===== src/rtl/buffer_gate_unit.sv =====
// Non-inverting single-bit buffer with a clocked edge/stuck monitor on the input.
// The c path is purely combinational; the monitor is observability only.
module buffer_gate_unit #(
    parameter int CNT_WIDTH   = 16,
    parameter int STUCK_LIMIT = 1000
) (
    input  logic                 clk,
    input  logic                 rst,
    input  logic                 a,
    output logic                 c,
    input  logic                 clr,
    output logic                 a_q,
    output logic [CNT_WIDTH-1:0] rise_cnt,
    output logic [CNT_WIDTH-1:0] fall_cnt,
    output logic                 stuck
);

    localparam int STAB_W = (STUCK_LIMIT < 2) ? 1 : $clog2(STUCK_LIMIT + 1);
    localparam logic [STAB_W-1:0]    STAB_MAX = STAB_W'(STUCK_LIMIT);
    localparam logic [STAB_W-1:0]    STAB_ONE = STAB_W'(1);
    localparam logic [CNT_WIDTH-1:0] CNT_ONE  = CNT_WIDTH'(1);

    logic                 sample_q, sample_d;
    logic [CNT_WIDTH-1:0] rise_q, rise_d;
    logic [CNT_WIDTH-1:0] fall_q, fall_d;
    logic [STAB_W-1:0]    stab_q, stab_d;
    logic                 stuck_q, stuck_d;
    logic                 chg;

    assign c = a;

    always_comb begin
        chg      = (a != sample_q);
        sample_d = a;
        rise_d   = rise_q;
        fall_d   = fall_q;
        stab_d   = stab_q;
        if (clr) begin
            rise_d = '0;
            fall_d = '0;
            stab_d = '0;
        end else begin
            if (chg && a && (rise_q != '1))
                rise_d = rise_q + CNT_ONE;
            if (chg && !a && (fall_q != '1))
                fall_d = fall_q + CNT_ONE;
            if (chg)
                stab_d = '0;
            else if (stab_q != STAB_MAX)
                stab_d = stab_q + STAB_ONE;
        end
        // Flag follows the counter value it will hold after this edge.
        stuck_d = !clr && (stab_d == STAB_MAX);
    end

    always_ff @(posedge clk) begin
        if (rst) begin
            sample_q <= 1'b0;
            rise_q   <= '0;
            fall_q   <= '0;
            stab_q   <= '0;
            stuck_q  <= 1'b0;
        end else begin
            sample_q <= sample_d;
            rise_q   <= rise_d;
            fall_q   <= fall_d;
            stab_q   <= stab_d;
            stuck_q  <= stuck_d;
        end
    end

    assign a_q      = sample_q;
    assign rise_cnt = rise_q;
    assign fall_cnt = fall_q;
    assign stuck    = stuck_q;

endmodule


===== config.mk =====
export PLATFORM = sky130hd
export DESIGN_NAME = buffer_gate_unit
export DESIGN_NICKNAME = d
export VERILOG_FILES = /design/src/rtl/buffer_gate_unit.sv
export SDC_FILE = /design/constraint.sdc
export NUM_CORES = 1
export LEC_CHECK = 0
export CAP_MARGIN = 20
export CELL_PAD_IN_SITES_DETAIL_PLACEMENT = 1
export CELL_PAD_IN_SITES_GLOBAL_PLACEMENT = 2
export CORE_AREA = 4 4 92 94
export CTS_BUF_LIST = sky130_fd_sc_hd__clkbuf_16
export DETAILED_ROUTE_END_ITERATION = 12
export DIE_AREA = 0 0 96 98
export PLACE_DENSITY_LB_ADDON = 0.1
export SKIP_CTS_REPAIR_TIMING = 1
export SLEW_MARGIN = 0
export SYNTH_ARGS = -nofsm -noshare
export SYNTH_HDL_FRONTEND = slang
export SYNTH_SLANG_ARGS = --single-unit

===== constraint.sdc =====
create_clock -name clk -period 2.3 [get_ports clk]
set_clock_uncertainty 0.1 [all_clocks]
set_input_delay 0.69 -clock clk [delete_from_list [all_inputs] [get_ports clk]]
set_output_delay 0.69 -clock clk [all_outputs]
set_load 0.01 [all_outputs]

==> flow_summary.rst <==
.. list-table::
   :header-rows: 1

   * - Metric
     - Value
   * - Leakage power total
     - 1.116 nW
   * - Clock latency of the later-clocked register in the worst-skew pair
     - roughly 0.28 ns
   * - Net switching power
     - approximately 0.34 mW
   * - Initial DRC count
     - 52
   * - Maxcap violations
     - 0
   * - Final-stage net count
     - roughly 350
   * - DP Wirelength
     - 4.970 mm
   * - Largest net degree at the start of global routing
     - 14
   * - TritonCTS clock tree
     - built
   * - Max-slew violation count
     - 0
   * - Core ar.
     - 7647 µm²
   * - Top area cells in the synthesized netlist
     - sky130_fd_sc_hd__dfxtp_1, sky130_fd_sc_hd__a21oi_1, sky130_fd_sc_hd__nand4_1
   * - Layout overhead on the synthesized area
     - 37.39%
   * - Most instantiated flip-flop cell in the synthesis netlist
     - sky130_fd_sc_hd__dfxtp_1
   * - Avg WL per Cell
     - 14.89 µm
   * - Remaining global-route overflow
     - 0
   * - Chip height
     - about 100 µm
   * - Deepest clock path buffer count
     - 2
   * - Routability congestion estimate from global placement
     - approximately 0.75
   * - Portion of total power attributed to sequential cells
     - 0.469
   * - Critical path data required time
     - between 1.5 and 2 ns
   * - Buffers and inverters on the worst path
     - 1
   * - Core utilization of the finished layout
     - 0.4190
   * - Syn. warnings
     - 0
   * - Nature of the critical path endpoint
     - output pin
   * - RSZ-0062 raised after global routing
     - false
   * - Top achievable clock speed
     - 464.4 MHz
   * - Largest voltage drop on the vdd net
     - about 0.00034 V
   * - Hold WC Path Type
     - flop to flop
   * - Num ports
     - 39
   * - Final Cycle Share
     - 0.9362
   * - Wire length of the first global-routing pass
     - between 10 and 15 mm
   * - Type of element launching the critical path
     - flop
   * - Cell Rows
     - 32
   * - Comb pwr share
     - 0.044
   * - Starting utilization of the core area
     - 0.3050
   * - GR Util All Layers
     - 0.1505
   * - Distinct cells, synth
     - 50
   * - WP data arrival
     - between 1 and 1.5 ns
   * - Antenna violations before repair
     - 0
   * - Number of standard cells in the layout, taps in and fillers out
     - roughly 450
   * - Vias
     - around 2.3k
   * - Fraction of post-synthesis cell area in the top cell type by area
     - 0.3777
   * - Power density over the cells
     - 513.4 nW/µm²
   * - Crit-path cells
     - clkdlybuf4s50_1
   * - Routed Wire Length
     - between 6 and 7 mm
   * - Total negative slack for setup checks
     - 0 ns
   * - Number of register bits inferred by synthesis
     - 44
   * - Result of the run
     - completed
   * - DRT Pass-1 Iters
     - 4
   * - Post-route antenna net violation count
     - 0
   * - Syn Std Cell Area
     - around 2300 µm²
   * - Critical path's top delay family
     - buffers and inverters
   * - Net Count, Synth
     - a little under 300
   * - Synth Instances
     - approximately 280
   * - Detailed-route DRC error count
     - 0
   * - Fillers
     - 926
   * - Largest driver fanout on the critical path
     - 9
   * - Time the final worst path needs with I/O delays and setup
     - 2.153 ns
   * - Leading area contributor after synthesis
     - sky130_fd_sc_hd__dfxtp_1
   * - Type of the worst setup path
     - flop to output pin
   * - Clock-pin slew of the registers on the worst-case setup and hold paths
     - roughly 0.06 ns
   * - Number of enable-type register cells in the synthesized netlist
     - 0
   * - Switching portion of total power
     - 0.2053
   * - Die width
     - roughly 96 µm
   * - Int Pwr
     - between 1 and 1.5 mW
   * - Final design area excluding fillers
     - roughly 3200 µm²
   * - Die area
     - between 9000 and 10000 µm²
   * - Proportion of power drawn by the clock network
     - 0.488
   * - Buffer type at the clock tree root
     - sky130_fd_sc_hd__clkbuf_16
   * - Max-slew headroom
     - 0.6000
   * - Share of layout cells above drive strength 1
     - 0.1420
   * - Share of synthesized registers carrying an async set or reset
     - 0
   * - Final count of hold timing violations
     - 0
   * - Number of sinks driven by the clock tree
     - 44
   * - Instance count after placement with tap cells included
     - around 440
   * - H-tree depth reported by CTS
     - 2
   * - Placed inst area
     - slightly above 3000 µm²
   * - Synthesized area per cell
     - between 8 and 9 µm²
   * - Slew @ Worst Pin
     - just under 0.6 ns
   * - Seq/Total Area, Yosys
     - 0.3777
   * - Port Buffers
     - 38
   * - Via count of the first global-routing pass
     - 2375
   * - Detailed-route vias per instance
     - 5.255
   * - Number of buffers inserted during clock tree synthesis
     - 5
   * - Critical path's largest stage delay
     - 0.60 ns
   * - Setup Viol. Count Final
     - 0
   * - Crit-path slowest cell
     - sky130_fd_sc_hd__clkdlybuf4s50_1
   * - Antenna diode count
     - 0
[per-layer routing]
| layer | track usage | vias to the layer above | wire [µm] |
|---|---|---|---|
| li1 | - | 1190 | - |
| met4 | 0.03939 | 0 | 82 |
| met3 | 0.03390 | 8 | 235 |
| met5 | 0 | - | 0 |
| met2 | 0.2384 | 31 | 3140 |
| met1 | 0.2044 | 1120 | 3199 |
[logic make-up after synthesis]
group / Yosys count / synth area share
and+or+nand+nor: 125 / 0.3095
AOI/OAI and AO/OA: 69 / 0.1867
DFF: 44 / 0.3777
buffers and inverters: 26 / 0.04668
xor gates and xnor gates: 8 / 0.03004
adders and majority gates: 6 / 0.03219
muxes: 4 / 0.01717
[flip-flops by register name, indices dropped and copies added, names as in the netlist]
register,cells
fall_cnt,16
stuck,1
stab_q,10
rise_cnt,16
a_q,1
[layout by cell type, fill, tap and decap left out, types with 5 or more instances in the layout]
master and count:
sky130_fd_sc_hd__dfxtp_1 44, sky130_fd_sc_hd__clkdlybuf4s50_1 36, sky130_fd_sc_hd__buf_4 29, sky130_fd_sc_hd__a21oi_1 27, sky130_fd_sc_hd__nor2_1 23, sky130_fd_sc_hd__nand4_1 16, sky130_fd_sc_hd__nand3_1 15, sky130_fd_sc_hd__inv_1 14
sky130_fd_sc_hd__nand2_1 14, sky130_fd_sc_hd__o21ai_0 14, sky130_fd_sc_hd__or3_1 12, sky130_fd_sc_hd__nor3_1 9, sky130_fd_sc_hd__nor4_1 6, sky130_fd_sc_hd__o31ai_1 6, sky130_fd_sc_hd__ha_1 5, sky130_fd_sc_hd__clkbuf_16 5
[through the flow]
stage | hold WS, ns | power (mW) | setup slack, ns
floorplan | 0.3792 | 0.8194 | 0.1808
global placement | 0.3996 | 0.8599 | -0.3539
detailed placement | 0.4068 | 0.8601 | -0.3949
CTS | 0.4168 | 1.679 | -0.2574
global route | 0.4485 | 1.721 | 0.08691
finish | 0.4155 | 1.645 | 0.1467
[power groups by stage]
stage | registers [mW] | logic, mW | clock network, mW
after floorplan | 0.787 | 0.0322 | 0
after global placement | 0.788 | 0.0718 | 0
after detailed placement | 0.788 | 0.0720 | 0
after CTS | 0.771 | 0.0723 | 0.836
after global routing | 0.771 | 0.0811 | 0.869
final | 0.771 | 0.0723 | 0.802
[Yosys cell counts, drive strengths merged (2+ instances only)]
cell    number
a311oi       2
mux2i        4
nand4       18
a31o         2
nor2        23
or2          3
a21oi       27
inv         13
dfxtp       44
nand2b       2
nor3        11
xor2         4
nand2       14
ha           6
a31oi        3
or4          5
a41o         4
and3         4
nand3       15
o31ai        6
and4         3
or3         12
o21ai       14
xnor2        4
a211oi       3
buf          5
nor4         7
clkbuf       8
nand3b       2
nor3b        2
[layout make-up]
class / instances / area [µm²] / share of cell area
clock buffers: 5 / 125.1 / 0.03905
clock inverters: 3 / 38.79 / 0.01210
inverters: 13 / 48.80 / 0.01523
multi-input cells: 212 / 1360 / 0.4244
flip-flops and latches: 44 / 880.8 / 0.2749
well taps: 102 / 127.6 / 0.03983
repair buffers: 68 / 623.1 / 0.1945
[path summary, 6_finish.rpt]
check	from	to	slack, ns	depth (start not counted)
worst min register to register	stab_q[7]	stab_q[7]	0.42	2
worst min-delay path	stab_q[7]	stab_q[7]	0.42	2
worst max-delay path	fall_cnt[12]	fall_cnt[12]	0.15	1
worst max register to register	fall_cnt[12]	fall_cnt[4]	0.41	4
Power figures use the tool's default switching activity.
